[src/rtl/button_debouncer_pkg.sv]
// rtl/button_debouncer_pkg.sv - shared button indices, debounce defaults and arbiter helper
package button_debouncer_pkg;

   localparam int BTN_A  = 0;
   localparam int BTN_B  = 1;
   localparam int BTN_OP = 2;

   localparam int N_BUTTONS_DEFAULT       = 3;
   localparam int DEBOUNCE_CYCLES_DEFAULT = 1_000_000;

   // Isolates the lowest set bit; callers keep their vectors within 32 bits.
   function automatic logic [31:0] lowest_set(input logic [31:0] v);
      return v & (~v + 32'd1);
   endfunction

endpackage

[src/rtl/debounce_channel.sv]
// rtl/debounce_channel.sv - one button: 2-FF synchroniser, counter debounce filter, press flag
module debounce_channel
   import button_debouncer_pkg::*;
#(
   parameter int DEBOUNCE_CYCLES = DEBOUNCE_CYCLES_DEFAULT
) (
   input  logic clock,
   input  logic reset,
   input  logic raw,
   output logic level,
   output logic rise
);

   localparam int CNT_W = $clog2(DEBOUNCE_CYCLES);
   localparam logic [CNT_W-1:0] CNT_LAST = CNT_W'(DEBOUNCE_CYCLES - 1);

   logic             sync1_q, sync1_d;
   logic             sync2_q, sync2_d;
   logic             stable_q, stable_d;
   logic [CNT_W-1:0] cnt_q, cnt_d;
   logic             at_last;

   assign at_last = (cnt_q == CNT_LAST);

   // Any agreement with the stable level throws away the run so far.
   always_comb begin
      sync1_d  = raw;
      sync2_d  = sync1_q;
      stable_d = stable_q;
      cnt_d    = '0;
      if (sync2_q != stable_q) begin
         if (at_last) begin
            stable_d = sync2_q;
         end else begin
            cnt_d = cnt_q + CNT_W'(1);
         end
      end
   end

   always_ff @(posedge clock or posedge reset) begin
      if (reset) begin
         sync1_q  <= 1'b0;
         sync2_q  <= 1'b0;
         stable_q <= 1'b0;
         cnt_q    <= '0;
      end else begin
         sync1_q  <= sync1_d;
         sync2_q  <= sync2_d;
         stable_q <= stable_d;
         cnt_q    <= cnt_d;
      end
   end

   assign level = stable_q;
   assign rise  = sync2_q & ~stable_q & at_last;

endmodule

[src/rtl/button_debouncer.sv]
// rtl/button_debouncer.sv - debounced button levels plus one-hot registered press strobes
module button_debouncer
   import button_debouncer_pkg::*;
#(
   parameter int N_BUTTONS       = N_BUTTONS_DEFAULT,
   parameter int DEBOUNCE_CYCLES = DEBOUNCE_CYCLES_DEFAULT
) (
   input  logic                 input_clock,
   input  logic                 input_reset,
   input  logic [N_BUTTONS-1:0] input_buttons,
   output logic [N_BUTTONS-1:0] output_buttons_level,
   output logic [N_BUTTONS-1:0] output_buttons_pulse
);

   logic [N_BUTTONS-1:0] rise;
   logic [N_BUTTONS-1:0] pulse_d, pulse_q;

   for (genvar i = 0; i < N_BUTTONS; i++) begin : g_chan
      debounce_channel #(
         .DEBOUNCE_CYCLES(DEBOUNCE_CYCLES)
      ) u_chan (
         .clock(input_clock),
         .reset(input_reset),
         .raw  (input_buttons[i]),
         .level(output_buttons_level[i]),
         .rise (rise[i])
      );
   end

   // Coinciding presses: lowest index wins, the others are dropped outright.
   always_comb begin
      pulse_d = N_BUTTONS'(lowest_set(32'(rise)));
   end

   always_ff @(posedge input_clock or posedge input_reset) begin
      if (input_reset) begin
         pulse_q <= '0;
      end else begin
         pulse_q <= pulse_d;
      end
   end

   assign output_buttons_pulse = pulse_q;

endmodule

[config.mk]
export PLATFORM = sky130hd
export DESIGN_NAME = button_debouncer
export DESIGN_NICKNAME = d
export VERILOG_FILES = /design/src/rtl/button_debouncer_pkg.sv /design/src/rtl/debounce_channel.sv /design/src/rtl/button_debouncer.sv
export SDC_FILE = /design/constraint.sdc
export NUM_CORES = 1
export LEC_CHECK = 0
export CAP_MARGIN = 20
export CORE_MARGIN = 5
export CORE_UTILIZATION = 60
export CTS_CLUSTER_DIAMETER = 100
export DETAILED_ROUTE_END_ITERATION = 8
export GPL_TIMING_DRIVEN = 0
export PLACE_DENSITY = 0.9
export SLEW_MARGIN = 40
export SYNTH_ARGS = -nofsm -noshare
export SYNTH_HDL_FRONTEND = slang
export SYNTH_SLANG_ARGS = --single-unit
[constraint.sdc]
create_clock -name input_clock -period 5.2 [get_ports input_clock]
set_input_delay 1.04 -clock input_clock [delete_from_list [all_inputs] [get_ports input_clock]]
set_output_delay 1.04 -clock input_clock [all_outputs]
set_load 0.01 [all_outputs]
==> out/qor.csv <==
stage,metric,value,unit
status,outcome,"complete, no violations",
synthesis,Mapped Cells,346,
worst_setup_path,"Largest delay share family, worst path",buffers and inverters,
pwr,Peak VDD IR,0.0002347,V
synthesis,YS warnings,0,
floorplanning,IO Pins,11,
worst_setup_path,CP max stage delay,0.52,ns
synthesis,ys flop type,dfrtp_1,
cells_and_area,fin area,0.003899,mm2
routing,Avg Vias per Cell,5.847,
floorplanning,Initial Util,61.92,%
routing,number of remaining DRC errors,0,
worst_setup_path,crit path capture type,output pin,
cells_and_area,"non-filler cells, final",445,
floorplanning,core area,0.005540,mm2
routing,drt wl/cell,14.68,um
worst_setup_path,required time of the critical path,4.16,ns
clock_tree,Sink Count,72,
routing,Detailed Route Iter0 Violations,161,
clock_tree,clk buf depth,2,
clock_tree,number of H-tree levels,3,
pwr,Pwr Density,295.0,mW/mm2
cells_and_area,Fill cells,406,
cells_and_area,Syn-to-layout area delta,13.64,%
worst_setup_path,worst-path maximum fanout,3,
timing,post-route minimum period,2.407,ns
timing,fmax,0.4154,GHz
global_route,largest net degree at the start of global routing,54,
timing,clk_skew,0.006519,ns
synthesis,syn nets,357,
floorplanning,Die Y,85.62,um
pwr,part of the power in registers,50.0,%
clock_tree,CTS Hold Buffers Added,0,
global_route,total gr overflow,0,
synthesis,cell taking the most area after synthesis,dfrtp_1,
worst_setup_path,"Cell Chain, Critical Path","buf_4, clkdlybuf4s50_1",
worst_setup_path,crit path kind,flip-flop to output pin,
synthesis,most frequent cells after synthesis,"dfrtp_1, nor2_1, xnor2_1, nand3_1, nand2_1",
pwr,combinational fraction of design power,3.3,%
pwr,leakage,1.541,nW
synthesis,Post-synth ARST share,100.0,%
clock_tree,CTS tree,yes,
global_route,initial antenna violation count,0,
timing,final setup vio count,0,
cells_and_area,layout cells sized above 1,9.383,%
global_route,first-pass GRT wire length,11.76,mm
pwr,Net Sw Frac,20.61,%
routing,via count,2602,
place,Inst Count DP,429,
clock_tree,Post-CTS Setup Bufs,0,
pwr,clock share of power,46.6,%
synthesis,Synth cell types,33,
synthesis,number of synthesized flops with an enable pin,0,
synthesis,post-synth top area share,52.52,%
worst_setup_path,WP buf/inv,2,
worst_setup_path,critical path arrival,1.37,ns
global_route,vias in the first global route,2612,
timing,max-slew violation count,0,
floorplanning,std cell rows,27,
place,I/O Buffers,10,
cells_and_area,# diodes,0,
timing,Max-Slew Margin vs Limit,65.75,%
worst_setup_path,"Slowest-stage cell, CP",clkdlybuf4s50_1,
cells_and_area,Final #Nets,379,
timing,RSZ-0062 raised after global routing,no,
clock_tree,Resized cells post-CTS,0,
floorplanning,die width,85.62,um
floorplanning,die area,0.007330,mm2
synthesis,mapped cell area,0.003431,mm2
place,placed cell area,0.003654,mm2
routing,Antenna Nets Post-Route,0,
worst_setup_path,Worst setup SP type,flip-flop,
global_route,All-Layer GR Usage,20.31,%
clock_tree,Num CTS Buffers,9,
synthesis,"Seq/Total Area, Yosys",52.52,%
place,gpl congestion,0.8064,
synthesis,most common cell in the synthesized netlist,dfrtp_1,
clock_tree,worst skew pair latency,0.34,ns
timing,final hold violations,0,
clock_tree,"Reg clk slew, reported paths",0.07,ns
synthesis,Yosys reg bits,72,
routing,drt total wl,6.534,mm
flow_run,max_cap viols,0,
pwr,cell internal pwr,0.9130,mW
timing,crit share post-route,46.29,%
timing,Final TNS setup,0,ns
clock_tree,root buf cell,clkbuf_8,
timing,Slew @ Worst Pin,0.5090,ns
routing,first-pass iteration count of the detailed router,4,
synthesis,Area contributors post-synth,"dfrtp_1, xnor2_1, nor2_1",
pwr,P_sw,0.2370,mW
hold_path,Hold Path Class,flip-flop to flip-flop,
synthesis,synthesized area per cell,9.916,um2
place,DP HPWL,4.531,mm
==> state kept, by name (all words and copies together), names as in the netlist <==
signal,flops
g_chan.u_chan.sync1_q,3
g_chan.u_chan.level,3
g_chan.u_chan.cnt_q,60
output_buttons_pulse,3
g_chan.u_chan.sync2_q,3
==> metrics by stage <==
| stage | power [mW] | setup WS, ns | hold WS (ns) | util (%) |
|---|---|---|---|---|
| floorplan | 0.6097 | 2.335 | 0.3312 | - |
| global placement | 0.6201 | 1.232 | 0.3330 | 65.36 |
| detailed placement | 0.6258 | 2.859 | 0.3378 | 65.94 |
| CTS | 1.165 | 2.766 | 0.3578 | 70.37 |
| global route | 1.198 | 2.628 | 0.3706 | 70.37 |
| finish | 1.150 | 2.793 | 0.3581 | 70.37 |
==> power groups by stage <==
stage / Combinational (mW) / Clock [mW] / Sequential, mW
after CTS: 0.0397 / 0.550 / 0.575
after global placement: 0.0351 / 0 / 0.585
after floorplan: 0.0256 / 0 / 0.584
final: 0.0383 / 0.536 / 0.575
after detailed placement: 0.0396 / 0 / 0.586
after global routing: 0.0445 / 0.578 / 0.576
==> routing by layer <==
layer	GRT usage, %	routed length [um]
met2	33.19	3226
met1	25.36	2885
met3	5.764	302
met5	0	0
met4	8.489	120
==> final cells by class <==
cell class,instances,area (um2),area share (%)
flip-flops and latches,72,1802,46.21
clock buffers,11,141.4,3.626
well taps,72,90.09,2.311
multi-input cells,246,1506,38.64
clock inverters,5,103.9,2.664
repair buffers,11,127.6,3.273
plain buffers,13,66.31,1.701
inverters,15,61.31,1.573
==> layout by cell type (no fill, tap or decap), drive strengths merged, types with 9 or more instances in the layout <==
cell           Yosys  layout
dfrtp             72      72
nor2              48      48
nand3             23      23
xnor2             22      22
nand2             20      20
a21oi             19      19
clkbuf             5      16
or4               15      15
inv               15      15
xor2              13      13
nor3              12      12
o31ai             11      11
clkdlybuf4s50      0      10
or3                9       9
buf                8       9
==> kinds of logic (layout without fill, tap and decap cells) <==
group | count (synthesis) | count (layout) | synth area share, %
XOR/XNOR | 35 | 35 | 8.935
multiplexers | 3 | 3 | 0.9846
flip-flops | 72 | 72 | 52.52
AND/OR/NAND/NOR | 161 | 161 | 24.69
adder cells (fa/ha/maj) | 6 | 6 | 2.188
buffers and inverters | 28 | 55 | 3.574
AO/OA/AOI/OAI | 41 | 41 | 7.112
==> worst paths after layout <==
| path | slack (ns) | cells past startpoint | to | from |
|---|---|---|---|---|
| worst max register to register | 2.83 | 6 | g_chan[2].u_chan.cnt_q[11] | g_chan[2].u_chan.cnt_q[0] |
| worst max-delay path | 2.79 | 2 | output_buttons_level[0] | g_chan[0].u_chan.level |
| worst min-delay path | 0.36 | 0 | g_chan[2].u_chan.sync2_q | g_chan[2].u_chan.sync1_q |
| max in group asynchronous | 3.69 | 3 | g_chan[1].u_chan.cnt_q[18] | input_reset |
| min in group asynchronous | 1.00 | 2 | g_chan[0].u_chan.sync2_q | input_reset |
| worst min register to register | 0.36 | 0 | g_chan[2].u_chan.sync2_q | g_chan[2].u_chan.sync1_q |
(Power assumes the default switching activity.)
